--- config.mk ---
export PLATFORM = sky130hd
export DESIGN_NAME = spi_master_cfg_flat
export DESIGN_NICKNAME = d
export VERILOG_FILES = /design/src/rtl/spi_master_cfg_if.sv /design/src/rtl/spi_master_cfg.sv /design/src/flat_wrapper.sv
export SDC_FILE = /design/constraint.sdc
export NUM_CORES = 1
export LEC_CHECK = 0
export ABC_AREA = 1
export CORE_AREA = 2 2 82 84
export CTS_CLUSTER_SIZE = 10
export DETAILED_ROUTE_END_ITERATION = 6
export DIE_AREA = 0 0 84 86
export PLACE_DENSITY = 0.73
export SKIP_LAST_GASP = 1
export SYNTH_ARGS = -nofsm -noshare
export SYNTH_HDL_FRONTEND = slang
export SYNTH_SLANG_ARGS = --single-unit
--- constraint.sdc ---
create_clock -name clk -period 4.1 [get_ports clk]
set_input_delay 0.41 -clock clk [delete_from_list [all_inputs] [get_ports clk]]
set_output_delay 0.41 -clock clk [all_outputs]
set_load 0.005 [all_outputs]
--- src/rtl/spi_master_cfg_if.sv ---
// spi_master_cfg_if: controller handshake, frame configuration and SPI pins of spi_master_cfg
interface spi_master_cfg_if #(
  parameter int DATA_W = 8,
  parameter int DIV_W = 8,
  parameter int NUM_SS = 4,
  parameter int SS_W = 2
);
  logic start;
  logic [DATA_W-1:0] tx_data;
  logic [SS_W-1:0] ss_sel;
  logic cpol;
  logic cpha;
  logic lsb_first;
  logic [DIV_W-1:0] clk_div;
  logic MISO;
  logic MOSI;
  logic SCLK;
  logic [NUM_SS-1:0] SS_N;
  logic busy;
  logic done;
  logic [DATA_W-1:0] rx_data;
  logic rx_valid;
  modport master (
    input start, tx_data, ss_sel, cpol, cpha, lsb_first, clk_div, MISO,
    output MOSI, SCLK, SS_N, busy, done, rx_data, rx_valid
  );
  modport slave (
    output start, tx_data, ss_sel, cpol, cpha, lsb_first, clk_div, MISO,
    input MOSI, SCLK, SS_N, busy, done, rx_data, rx_valid
  );
endinterface

--- src/rtl/spi_master_cfg.sv ---
// spi_master_cfg: SPI master with configurable width, divider, mode, bit order and slave select
module spi_master_cfg #(
  parameter int DATA_W = 8,
  parameter int DIV_W = 8,
  parameter int NUM_SS = 4,
  parameter int SS_W = 2
) (
  input logic clk,
  input logic rst,
  spi_master_cfg_if.master bus
);
  localparam logic [1:0] IDLE = 2'd0;
  localparam logic [1:0] SETUP = 2'd1;
  localparam logic [1:0] XFER = 2'd2;
  localparam logic [1:0] HOLD = 2'd3;
  localparam int EW = $clog2(2 * DATA_W + 1);
  localparam logic [EW-1:0] LAST = EW'(2 * DATA_W);
  localparam logic [EW-1:0] LAST_M1 = EW'(2 * DATA_W - 1);
  logic [1:0] state;
  logic [DIV_W-1:0] div_cnt, div_r;
  logic [EW-1:0] edge_cnt;
  logic [DATA_W-1:0] tx_sr, rx_sr, rx_data, tx_shift, rx_in;
  logic [NUM_SS-1:0] ss_n, ss_dec;
  logic cpha_r, lsb_r, sclk, mosi, busy, done;
  logic accept, tick, fire, leading, sample, shift_tx, tx_bit;
  assign accept = state == IDLE && bus.start && !done;
  assign tick = div_cnt == div_r;
  assign fire = tick && (state == SETUP || (state == XFER && edge_cnt != LAST));
  // edge_cnt holds edges already issued, so an even count means the next edge leads
  assign leading = !edge_cnt[0];
  assign sample = fire && (leading != cpha_r);
  assign shift_tx = fire && (cpha_r ? leading : !leading && edge_cnt != LAST_M1);
  assign tx_bit = lsb_r ? tx_sr[0] : tx_sr[DATA_W-1];
  assign tx_shift = lsb_r ? tx_sr >> 1 : tx_sr << 1;
  assign rx_in = lsb_r ? {bus.MISO, rx_sr[DATA_W-1:1]} : {rx_sr[DATA_W-2:0], bus.MISO};
  always_comb begin
    ss_dec = '1;
    for (int i = 0; i < NUM_SS; i++) ss_dec[i] = int'(bus.ss_sel) != i;
  end
  always_ff @(posedge clk) begin
    if (rst) begin
      state <= IDLE;
      div_cnt <= '0;
      div_r <= '0;
      edge_cnt <= '0;
      tx_sr <= '0;
      rx_sr <= '0;
      rx_data <= '0;
      ss_n <= '1;
      cpha_r <= 1'b0;
      lsb_r <= 1'b0;
      sclk <= 1'b0;
      mosi <= 1'b0;
      busy <= 1'b0;
      done <= 1'b0;
    end else begin
      done <= 1'b0;
      busy <= state != IDLE || accept;
      div_cnt <= (state == IDLE || tick) ? '0 : div_cnt + 1'b1;
      if (fire) begin
        sclk <= ~sclk;
        edge_cnt <= edge_cnt + 1'b1;
      end
      if (sample) rx_sr <= rx_in;
      if (shift_tx) begin
        mosi <= tx_bit;
        tx_sr <= tx_shift;
      end
      case (state)
        IDLE: begin
          sclk <= bus.cpol;
          mosi <= 1'b0;
          edge_cnt <= '0;
          if (accept) begin
            state <= SETUP;
            div_r <= bus.clk_div;
            cpha_r <= bus.cpha;
            lsb_r <= bus.lsb_first;
            ss_n <= ss_dec;
            mosi <= bus.cpha ? 1'b0 : bus.lsb_first ? bus.tx_data[0] : bus.tx_data[DATA_W-1];
            tx_sr <= bus.cpha ? bus.tx_data : bus.lsb_first ? bus.tx_data >> 1 : bus.tx_data << 1;
          end
        end
        SETUP: if (tick) state <= XFER;
        XFER: if (tick && edge_cnt == LAST) state <= HOLD;
        HOLD: if (tick) begin
          state <= IDLE;
          ss_n <= '1;
          done <= 1'b1;
          rx_data <= rx_sr;
        end
        default: state <= IDLE;
      endcase
    end
  end
  assign bus.MOSI = mosi;
  assign bus.SCLK = sclk;
  assign bus.SS_N = ss_n;
  assign bus.busy = busy;
  assign bus.done = done;
  assign bus.rx_valid = done;
  assign bus.rx_data = rx_data;
endmodule

--- src/flat_wrapper.sv ---
// flat-port wrapper written by rule: the top's interface ports become plain ports
module spi_master_cfg_flat 
#(
  parameter int DATA_W = 8,
  parameter int DIV_W = 8,
  parameter int NUM_SS = 4,
  parameter int SS_W = 2
)
  (clk, rst, bus_start, bus_tx_data, bus_ss_sel, bus_cpol, bus_cpha, bus_lsb_first, bus_clk_div, bus_MISO, bus_MOSI, bus_SCLK, bus_SS_N, bus_busy, bus_done, bus_rx_data, bus_rx_valid);
  spi_master_cfg_if #(.DATA_W(DATA_W), .DIV_W(DIV_W), .NUM_SS(NUM_SS), .SS_W(SS_W)) bus_i ();
  input logic clk;
  input logic rst;
  input wire logic [$bits(bus_i.start)-1:0] bus_start;
  input wire logic [$bits(bus_i.tx_data)-1:0] bus_tx_data;
  input wire logic [$bits(bus_i.ss_sel)-1:0] bus_ss_sel;
  input wire logic [$bits(bus_i.cpol)-1:0] bus_cpol;
  input wire logic [$bits(bus_i.cpha)-1:0] bus_cpha;
  input wire logic [$bits(bus_i.lsb_first)-1:0] bus_lsb_first;
  input wire logic [$bits(bus_i.clk_div)-1:0] bus_clk_div;
  input wire logic [$bits(bus_i.MISO)-1:0] bus_MISO;
  output wire logic [$bits(bus_i.MOSI)-1:0] bus_MOSI;
  output wire logic [$bits(bus_i.SCLK)-1:0] bus_SCLK;
  output wire logic [$bits(bus_i.SS_N)-1:0] bus_SS_N;
  output wire logic [$bits(bus_i.busy)-1:0] bus_busy;
  output wire logic [$bits(bus_i.done)-1:0] bus_done;
  output wire logic [$bits(bus_i.rx_data)-1:0] bus_rx_data;
  output wire logic [$bits(bus_i.rx_valid)-1:0] bus_rx_valid;
  assign bus_i.start = bus_start;
  assign bus_i.tx_data = bus_tx_data;
  assign bus_i.ss_sel = bus_ss_sel;
  assign bus_i.cpol = bus_cpol;
  assign bus_i.cpha = bus_cpha;
  assign bus_i.lsb_first = bus_lsb_first;
  assign bus_i.clk_div = bus_clk_div;
  assign bus_i.MISO = bus_MISO;
  assign bus_MOSI = bus_i.MOSI;
  assign bus_SCLK = bus_i.SCLK;
  assign bus_SS_N = bus_i.SS_N;
  assign bus_busy = bus_i.busy;
  assign bus_done = bus_i.done;
  assign bus_rx_data = bus_i.rx_data;
  assign bus_rx_valid = bus_i.rx_valid;
  spi_master_cfg #(.DATA_W(DATA_W), .DIV_W(DIV_W), .NUM_SS(NUM_SS), .SS_W(SS_W)) u_core (.clk(clk), .rst(rst), .bus(bus_i));
endmodule
==> impl_metrics.env, run 1 <==
export IMPL_dr_total_vias=2862
export IMPL_drc=0
export IMPL_clkPwrFrac_pct=26.5
export IMPL_overflow=0
export IMPL_drive_gt1_share_pct=5.394
export IMPL_die_area_um2=7224
export IMPL_initial_core_util_pct=47.78
export IMPL_power_density_nw_per_um2=547.5
export IMPL_multi_input_area_um2=1555
export IMPL_finalCriticalPeriod_ps=2532
export IMPL_cts_buffers=9
export IMPL_htree_levels=3
export IMPL_placed_area_um2=3432
export IMPL_path_class="reg2reg"
export IMPL_synth_cell_type_count=37
export IMPL_fin_crit_sh_pct=61.75
export IMPL_tightest_slew_ps=876.9
export IMPL_num_io_pins=42
export IMPL_max_freq_mhz=395.0
export IMPL_synthTopCellsByArea="dfxtp_1, nand2_1, inv_1"
export IMPL_insertion_delay_ps=340
export IMPL_clk_pin_slew_worst_paths_ps=60
export IMPL_dr_wl_met3_um=325
export IMPL_r2r_slack_ps=1570
export IMPL_synth_seq_cells=57
export IMPL_drt_pass1_iterations=4
export IMPL_synth_largest_area_cell="dfxtp_1"
export IMPL_cp_arrival_ps=2760
export IMPL_wl_um=6880
export IMPL_antenna_found_initial=0
export IMPL_die_h_um=86
export IMPL_cts_resized=0
export IMPL_switching_share_pct=37.33
export IMPL_grt_pass1_wl_um=12030
export IMPL_synth_fp_nets=475
export IMPL_status="complete, no violations"
export IMPL_diodes=0
export IMPL_setup_violations=0
export IMPL_clockBufferDepth=2
export IMPL_portBuffers=41
export IMPL_viasPerCell=5.120
export IMPL_place_congestion=0.8225
export IMPL_nFillCells=598
export IMPL_maxUsedRoutingLayer="met4"
export IMPL_synth_top_area_share_pct=38.05
export IMPL_hold_viol_final=0
export IMPL_cts_tree="built"
export IMPL_p_sw_w=0.0007414
export IMPL_wl_met1_um=3274
export IMPL_grt_pass1_vias=2685
export IMPL_clock_root_buffer="clkbuf_8"
export IMPL_power_frac_comb_pct=35.9
export IMPL_intPower_w=0.001244
export IMPL_syn_inst=441
export IMPL_num_rows=29
export IMPL_drt_iter0_markers=173
export IMPL_wl_per_cell_um=12.31
export IMPL_grt_max_degree=29
export IMPL_ys_seq_area_share_pct=38.05
export IMPL_grt_usage_pct=20.40
export IMPL_core_um2=6277
export IMPL_final_cell_area_um2=3627
export IMPL_yosys_warnings=0
export IMPL_dr_wl_met2_um=3133
export IMPL_ant_nets=0
export IMPL_regArea_um2=1141
export IMPL_area_growth_pct=20.94
export IMPL_hold_worst_slack_ps=461.6
export IMPL_dp_cells=544
export IMPL_avgSynthCellArea_um2=6.801
export IMPL_cts_sinks=57
export IMPL_timing_setup_tns_ps=0
export IMPL_max_cap_viol_count=0
export IMPL_postCtsSetupBuffers=0
export IMPL_hold_buffers=0
export IMPL_holdCritPathClass="reg2reg"
export IMPL_critPathLaunchType="register"
export IMPL_drv_slew=0
export IMPL_die_x_um=84
export IMPL_stdcell_count=559
export IMPL_seqPwrFrac_pct=37.7
export IMPL_synthesis_area_um2=2999
export IMPL_nets=512
export IMPL_crit_fanout=13
export IMPL_required_ps=4330
export IMPL_fin_worst_skew_ps=5.985
export IMPL_rsz0062_at_grt="no"
export IMPL_post_dp_hpwl_um=4880
export IMPL_relSlewSlack_pct=41.32
export IMPL_worstSetupEndpointType="register"
export IMPL_leakage_nw=1.611
export IMPL_peakVddDrop_mv=0.3712
## synthesized netlist by cell type (all sizes together)
library cell and instances:
dfxtp 57, a21boi 1, nor3 2, xor2 3, buf 6, nor2 50, nand2 110, mux2i 8
clkbuf 9, nand3 35, clkinv 2, xnor2 3, nor4 1, a22oi 2, o22ai 6, a31oi 1
nor3b 2, ha 9, or2 2, a21oi 42, nand4 9, nand3b 1, inv 59, o21ai 21
## cell usage in the layout, fill, tap and decap left out, types with 2 or more instances in the layout
cell	synthesis	final
a21oi_1	41	41
a22oi_1	2	2
clkbuf_8	0	11
clkdlybuf4s50_1	0	41
clkinv_1	2	2
clkinv_2	0	2
dfxtp_1	57	57
ha_1	9	9
inv_1	55	55
inv_2	4	4
mux2i_1	8	8
nand2_1	108	108
nand3_1	34	34
nand4_1	9	9
nor2_1	47	47
nor3_1	2	2
nor3b_1	2	2
o21ai_0	20	20
o22ai_1	6	6
xnor2_1	3	3
xor2_1	3	3
## flip-flops by register name, summed over array words and instances (netlist names)
signal and cells:
u_core.bus.SS_N 4, u_core.edge_cnt 5, u_core.bus.done 1, u_core.div_cnt 8
u_core.state 2, u_core.bus.rx_data 8, u_core.lsb_r 1, u_core.bus.MOSI 1
u_core.cpha_r 1, u_core.bus.SCLK 1, u_core.rx_sr 8, u_core.bus.busy 1
u_core.div_r 8, u_core.tx_sr 8
## power groups by stage
| stage | Clock, W | Combinational (W) | Sequential (W) |
|---|---|---|---|
| floorplan | 0 | 0.000532 | 0.000731 |
| global placement | 0 | 0.000691 | 0.000758 |
| global route | 0.000567 | 0.000809 | 0.000763 |
| CTS | 0.000538 | 0.000712 | 0.000748 |
| finish | 0.000526 | 0.000712 | 0.000748 |
| detailed placement | 0 | 0.000705 | 0.000758 |
## path summary, 6_finish.rpt
path / cells past startpoint / to / from
hold / removal: 2 / u_core.bus.rx_data[2]$_SDFFE_PP0P_ / u_core.bus.rx_data[2]$_SDFFE_PP0P_
setup reg to reg: 9 / u_core.state[0]$_SDFFE_PP0P_ / u_core.state[0]$_SDFFE_PP0P_
setup / recovery: 9 / u_core.state[0]$_SDFFE_PP0P_ / u_core.state[0]$_SDFFE_PP0P_
hold reg to reg: 2 / u_core.bus.rx_data[2]$_SDFFE_PP0P_ / u_core.bus.rx_data[2]$_SDFFE_PP0P_
## layout make-up
type	instances	area share [%]
Tap cell	77	2.656
Clock buffer	12	4.277
Timing Repair Buffer	41	11.31
Clock inverter	3	1.104
Inverter	61	6.313
Sequential cell	57	31.46
Multi-Input combinational cell	308	42.88
## cells by family (layout without fill, tap and decap cells)
kind of cell,after synthesis,after routing,share of synthesized area [%]
AND/OR/NAND/NOR,212,212,30.83
buffers and inverters,76,117,10.10
AO/OA/AOI/OAI,73,73,12.85
flip-flops,57,57,38.05
adder cells (fa/ha/maj),9,9,3.755
multiplexers,8,8,2.670
XOR/XNOR,6,6,1.753
## per-stage QoR
stage          setup slack (ps)  util (%)  total power (W)
6_report                   1568     57.78         0.001986
5_1_grt                    1385     57.78         0.002140
4_1_cts                    1563     57.78         0.001998
3_5_place_dp               1412     54.67         0.001463
3_3_place_gp               1469     54.67         0.001449
2_1_floorplan              2430         -         0.001263
## worst max-delay path, stage by stage, from the launching register on
cell	delay, ps
dfxtp_1	340
inv_1	110
ha_1	290
nand2_1	70
nor2_1	670
nor2_1	200
a21oi_1	460
nand3_1	150
nand2_1	90
nor2_1	50
## layer usage
metal,up-vias,track usage (%)
met5,-,0
met4,0,9.824
met3,13,3.850
met2,84,33.16
met1,1272,26.22
li1,1493,-
(Power assumes the default switching activity.)
==> run 2: changes to the inputs <==
--- a/config.mk
+++ b/config.mk
@@ -10,7 +10,7 @@
 export CTS_CLUSTER_SIZE = 10
 export DETAILED_ROUTE_END_ITERATION = 6
 export DIE_AREA = 0 0 84 86
-export PLACE_DENSITY = 0.73
+export PLACE_DENSITY = 0.76
 export SKIP_LAST_GASP = 1
 export SYNTH_ARGS = -nofsm -noshare
 export SYNTH_HDL_FRONTEND = slang
==> constraint.sdc (replaced) <==
create_clock -name clk -period 2.1 [get_ports clk]
set_input_delay 0.21 -clock clk [delete_from_list [all_inputs] [get_ports clk]]
set_output_delay 0.21 -clock clk [all_outputs]
set_load 0.005 [all_outputs]
==> run 2 against run 1 <==
Net effect:
- global-route usage grew 0.25 points
- cell count grew 2.9%
- die area is the same
- power grew 110%
- setup slack lost 1300 ps
- first-iteration DRC count grew 16%
- clock power grew 120%
- sequential power grew 93%
==> impl_metrics.env, run 2 (synthesis gave the netlist of run 1 again) <==
export IMPL_status="complete, no violations"
export IMPL_worst_path_buf_inv=1
export IMPL_grt_max_degree=23
export IMPL_cp_slowest_cell="dfxtp_1"
export IMPL_grt_usage_pct=20.65
export IMPL_nets=527
export IMPL_ant_nets=0
export IMPL_cts_sinks=57
export IMPL_finalPower_w=0.004101
export IMPL_cts_tree="built"
export IMPL_ff2ff_path_depth=11
export IMPL_most_common_layout_cells="nand2_1, dfxtp_1, inv_1"
export IMPL_path_cells="inv_2 > nand2_1 > nand2_1 > nor2_1 > nand2_2 > nor2_8 > nand2_4 > nor2_4 > nand2_1 > nand2_1 > nor2_1"
export IMPL_final_cell_area_um2=3765
export IMPL_stdcell_count=575
export IMPL_critPathLaunchType="register"
export IMPL_worstSetupEndpointType="register"
export IMPL_die_area_um2=7224
export IMPL_clock_root_buffer="clkbuf_8"
export IMPL_num_rows=29
export IMPL_portBuffers=41
export IMPL_wl_per_cell_um=12.28
export IMPL_viasPerCell=5.068
export IMPL_fin_worst_skew_ps=8.644
export IMPL_cp_arrival_ps=2020
export IMPL_nFillCells=576
export IMPL_rsz0062_at_grt="no"
export IMPL_intPower_w=0.002625
export IMPL_max_cap_viol_count=0
export IMPL_drive_gt1_share_pct=8.434
export IMPL_power_density_nw_per_um2=1089
export IMPL_diodes=0
export IMPL_crit_fanout=16
export IMPL_holdCritPathClass="reg2reg"
export IMPL_grt_use_met2_pct=35.78
export IMPL_tightest_slew_ps=391.3
export IMPL_drt_pass1_iterations=4
export IMPL_clkPwrFrac_pct=27.8
export IMPL_antenna_found_initial=0
export IMPL_seqPwrFrac_pct=35.2
export IMPL_die_h_um=86
export IMPL_htree_levels=3
export IMPL_grtUsageMet1_pct=24.87
export IMPL_die_x_um=84
export IMPL_postCtsSetupBuffers=0
export IMPL_cts_resized=0
export IMPL_drc=0
export IMPL_path_class="reg2reg"
export IMPL_top_usage_layer="met2"
export IMPL_critical_path_cell_count=11
export IMPL_setup_violations=0
export IMPL_regArea_um2=1141
export IMPL_grt_pass1_vias=2878
export IMPL_fin_crit_sh_pct=84.89
export IMPL_insertion_delay_ps=340
export IMPL_p_sw_w=0.001477
export IMPL_relSlewSlack_pct=73.83
export IMPL_drv_slew=0
export IMPL_wl_um=7061
export IMPL_path_delay_family="simple AND/OR/NAND/NOR gates"
export IMPL_switching_share_pct=36.00
export IMPL_grt_pass1_wl_um=12220
export IMPL_initial_core_util_pct=47.78
export IMPL_clockBufferDepth=2
export IMPL_cts_buffers=9
export IMPL_dr_total_vias=2914
export IMPL_overflow=0
export IMPL_crit_top_cell="nand2_1"
export IMPL_clk_pin_slew_worst_paths_ps=60
export IMPL_peakVddDrop_mv=0.6816
export IMPL_finalCriticalPeriod_ps=1783
export IMPL_place_congestion=0.9222
export IMPL_core_um2=6277
export IMPL_required_ps=2340
export IMPL_placed_area_um2=3545
export IMPL_layout_commonest_cell="nand2_1"
export IMPL_max_freq_mhz=560.9
export IMPL_hp_start="u_core.bus.rx_data[3]$_SDFFE_PP0P_"
export IMPL_cpPeakStageDelay_ps=410
export IMPL_power_frac_comb_pct=37.1
export IMPL_hold_buffers=0
export IMPL_grt_util_met3_pct=5.486
export IMPL_leakage_nw=1.697
export IMPL_dp_cells=559
export IMPL_multi_input_area_um2=1555
export IMPL_holdPathStages=2
export IMPL_rr_startpoint="u_core.div_cnt[2]$_SDFF_PP0_"
export IMPL_fin_util_pct=59.98
export IMPL_hold_viol_final=0
export IMPL_num_io_pins=42
export IMPL_post_dp_hpwl_um=5160
export IMPL_timing_setup_tns_ps=0
export IMPL_setup_worst_path_start="u_core.div_cnt[2]$_SDFF_PP0_"
export IMPL_area_growth_pct=25.53
export IMPL_drt_iter0_markers=201
[run 2: tightest hold or removal path, cell delays in order (launching register included)]
cell and delay (ps):
dfxtp_1 310, nand2_1 60, a21oi_1 50
[run 2: path summary, 6_finish.rpt]
path	end	slack, ps
min reg2reg	u_core.bus.rx_data[3]$_SDFFE_PP0P_	460
max	u_core.rx_sr[6]$_SDFFE_PP0P_	320
min	u_core.bus.rx_data[3]$_SDFFE_PP0P_	460
max reg2reg	u_core.rx_sr[6]$_SDFFE_PP0P_	320
[run 2: through the flow]
| stage | hold slack (ps) | setup slack, ps |
|---|---|---|
| floorplan | 344.9 | 430.4 |
| global placement | 454.4 | 380.2 |
| detailed placement | 454.8 | 332.9 |
| CTS | 466.2 | 294.0 |
| global route | 488.0 | 85.46 |
| finish | 462.0 | 317.3 |
[run 2: power groups by stage]
stage,Clock [W],Combinational [W],Sequential [W]
floorplan,0,0.00104,0.00143
global placement,0,0.00150,0.00146
detailed placement,0,0.00152,0.00146
CTS,0.00117,0.00153,0.00144
global route,0.00120,0.00172,0.00147
finish,0.00114,0.00152,0.00144
[run 2: area by class of cell]
class,instances,area share (%)
sequential,57,30.31
inverter,61,6.082
tap,77,2.559
timing repair buffer,56,13.89
clock buffer,11,3.755
clock inverter,5,2.094
multi-input combinational,308,41.31
[run 2: per-layer routing]
metal | wire (um) | vias up
met5 | 0 | -
met4 | 84 | 0
met3 | 504 | 6
met2 | 3321 | 93
met1 | 3150 | 1298
li1 | - | 1517
==> run 3: changes to the inputs <==
==> constraint.sdc (replaced) <==
create_clock -name clk -period 1.5 [get_ports clk]
set_input_delay 0.15 -clock clk [delete_from_list [all_inputs] [get_ports clk]]
set_output_delay 0.15 -clock clk [all_outputs]
set_load 0.005 [all_outputs]
==> run 3 against run 2 <==
Net effect:
- the flow now finishes with violations (negative setup slack)
- sequential power is 42% higher
- via count is 13% higher
- sequential share of layout area is 4.5 points lower
- wire length is 21% higher
- fmax is 9.2% higher
- first-iteration DRC count is 7.5% lower
- non-clock buffer count is 37 higher
- hold slack worse by 51 ps
- flip-flop and latch count stayed put
- clock-buffer cell count stayed put
- power is 72% higher
- largest power group unchanged
==> impl_metrics.env, run 3 (synthesis gave the netlist of run 1 again) <==
export IMPL_rsz0062_at_grt="yes"
export IMPL_portBuffers=41
export IMPL_required_ps=1790
export IMPL_power_frac_comb_pct=46.6
export IMPL_peakVddDrop_mv=0.9841
export IMPL_critPathLaunchType="register"
export IMPL_finalPower_w=0.007059
export IMPL_cp_arrival_ps=1920
export IMPL_relSlewSlack_pct=78.38
export IMPL_initial_core_util_pct=47.78
export IMPL_viasPerCell=5.372
export IMPL_clock_root_buffer="clkbuf_8"
export IMPL_grt_max_degree=17
export IMPL_grt_usage_pct=22.71
export IMPL_drc=0
export IMPL_post_dp_hpwl_um=5370
export IMPL_grt_pass1_vias=3048
export IMPL_power_density_nw_per_um2=1561
export IMPL_setup_slack_ps=-132.7
export IMPL_rr_startpoint="u_core.edge_cnt[0]$_SDFFE_PP0P_"
export IMPL_grt_pass1_wl_um=13210
export IMPL_overflow=0
export IMPL_insertion_delay_ps=350
export IMPL_hold_worst_slack_ps=411.2
export IMPL_nets=565
export IMPL_wl_um=8535
export IMPL_holdCritPathClass="in2reg"
export IMPL_setup_violations=22
export IMPL_p_sw_w=0.002620
export IMPL_intPower_w=0.004439
export IMPL_cts_sinks=57
export IMPL_wl_per_cell_um=13.92
export IMPL_setup_worst_path_start="u_core.edge_cnt[0]$_SDFFE_PP0P_"
export IMPL_clk_pin_slew_worst_paths_ps=60
export IMPL_fin_worst_skew_ps=12.13
export IMPL_tightest_slew_ps=324.2
export IMPL_die_x_um=84
export IMPL_seqPwrFrac_pct=29.0
export IMPL_leakage_nw=1.979
export IMPL_timing_rr_end="u_core.tx_sr[6]$_SDFF_PP0_"
export IMPL_htree_levels=3
export IMPL_area_growth_pct=50.77
export IMPL_clockBufferDepth=2
export IMPL_crit_end="u_core.tx_sr[6]$_SDFF_PP0_"
export IMPL_timing_setup_tns_ps=-1335
export IMPL_status="finished, violations left"
export IMPL_core_um2=6277
export IMPL_diodes=0
export IMPL_num_io_pins=42
export IMPL_drv_slew=0
export IMPL_r2r_slack_ps=-130
export IMPL_die_area_um2=7224
export IMPL_drt_pass1_iterations=6
export IMPL_max_cap_viol_count=0
export IMPL_layout_commonest_cell="nand2_1"
export IMPL_finalCriticalPeriod_ps=1633
export IMPL_path_class="reg2reg"
export IMPL_most_common_layout_cells="nand2_1, inv_1, nor2_1, clkdlybuf4s50_1, dfxtp_1"
export IMPL_worstSetupEndpointType="register"
export IMPL_drive_gt1_share_pct=32.09
export IMPL_die_h_um=86
export IMPL_max_freq_mhz=612.5
export IMPL_dp_cells=587
export IMPL_ff2ff_path_depth=10
export IMPL_cts_buffers=9
export IMPL_nFillCells=482
export IMPL_crit_fanout=8
export IMPL_switching_share_pct=37.11
export IMPL_antenna_found_initial=0
export IMPL_drt_iter0_markers=186
export IMPL_num_rows=29
export IMPL_place_congestion=0.8938
export IMPL_placed_area_um2=3850
export IMPL_fin_crit_sh_pct=108.8
export IMPL_hold_viol_final=0
export IMPL_cts_tree="built"
export IMPL_dr_total_vias=3293
export IMPL_clkPwrFrac_pct=24.4
export IMPL_ant_nets=0
export IMPL_final_cell_area_um2=4522
export IMPL_violations="negative setup slack"
export IMPL_stdcell_count=613
==> run 3: cell count changes in the layout (fill, tap and decap cells not counted), moves of 8 or more <==
| cell | change |
|---|---|
| inv_2 | +13 |
| buf_4 | +24 |
| dfxtp_1 | -17 |
| nand3_2 | +16 |
| nand2_2 | +17 |
| nand2_1 | -22 |
| a21oi_1 | -8 |
| dfxtp_2 | +15 |
| nand3_1 | -17 |
| inv_1 | -13 |
==> run 3: power groups by stage <==
stage	registers, W	logic, W	clock network, W
finish	0.00205	0.00329	0.00172
global route	0.00207	0.00358	0.00180
CTS	0.00201	0.00277	0.00174
detailed placement	0.00203	0.00260	0
global placement	0.00203	0.00254	0
floorplan	0.00200	0.00155	0
==> run 3: worst min path at each step <==
stage                                       start                                 end  slack [ps]  cells past startpoint
6_report                           bus_clk_div[3]        u_core.div_r[3]$_SDFFE_PP0P_         410                      3
5_1_grt                            bus_clk_div[0]        u_core.div_r[0]$_SDFFE_PP0P_         430                      3
4_1_cts                            bus_clk_div[3]        u_core.div_r[3]$_SDFFE_PP0P_         410                      3
3_5_place_dp      u_core.bus.SS_N[2]$_SDFFE_PP1P_     u_core.bus.SS_N[2]$_SDFFE_PP1P_         450                      2
3_3_place_gp   u_core.bus.rx_data[5]$_SDFFE_PP0P_  u_core.bus.rx_data[5]$_SDFFE_PP0P_         450                      2
2_1_floorplan                      bus_clk_div[4]        u_core.div_r[4]$_SDFFE_PP0P_         280                      2
==> run 3: layout make-up <==
cell class              count  area (um2)  share of cell area [%]
multi-input cells         309        1892                   41.84
flip-flops and latches     57        1167                   25.82
repair buffers             93       902.1                   19.95
inverters                  61       229.0                   5.064
clock buffers              11       131.4                   2.905
clock inverters             5       103.9                   2.297
well taps                  77       96.34                   2.131
==> run 3: metal layers <==
| layer | routed length (um) | GRT usage [%] |
|---|---|---|
| met1 | 3594 | 26.85 |
| met2 | 4333 | 38.76 |
| met3 | 472 | 5.582 |
| met4 | 134 | 11.00 |
| met5 | 0 | 0 |
==> run 3: stage by stage <==
| step | utilization, % | worst slack, ps |
|---|---|---|
| 6_report | 72.04 | -132.7 |
| 5_1_grt | 72.04 | -203.3 |
| 4_1_cts | 66.75 | -78.50 |
| 3_5_place_dp | 61.33 | -91.33 |
| 3_3_place_gp | 61.33 | -78.01 |
| 2_1_floorplan | - | -29.14 |
==> run 3: timing repair <==
action,4_1_cts,5_1_grt
pin swaps,15,41
setup endpoints to repair,34,51
gates cloned,1,1
resized for setup,24,86
endpoints found under the hold margin,0,0
buffers inserted,5,4
hold buffers,0,0
==> run 3: critical path, cell delays in order, from the launching register on <==
cell	delay [ps]
dfxtp_4	360
ha_4	160
nand2_2	80
nor2_1	50
ha_2	190
a21oi_4	230
buf_6	170
nand4_1	90
nand3_1	110
nand2_1	60
inv_1	50
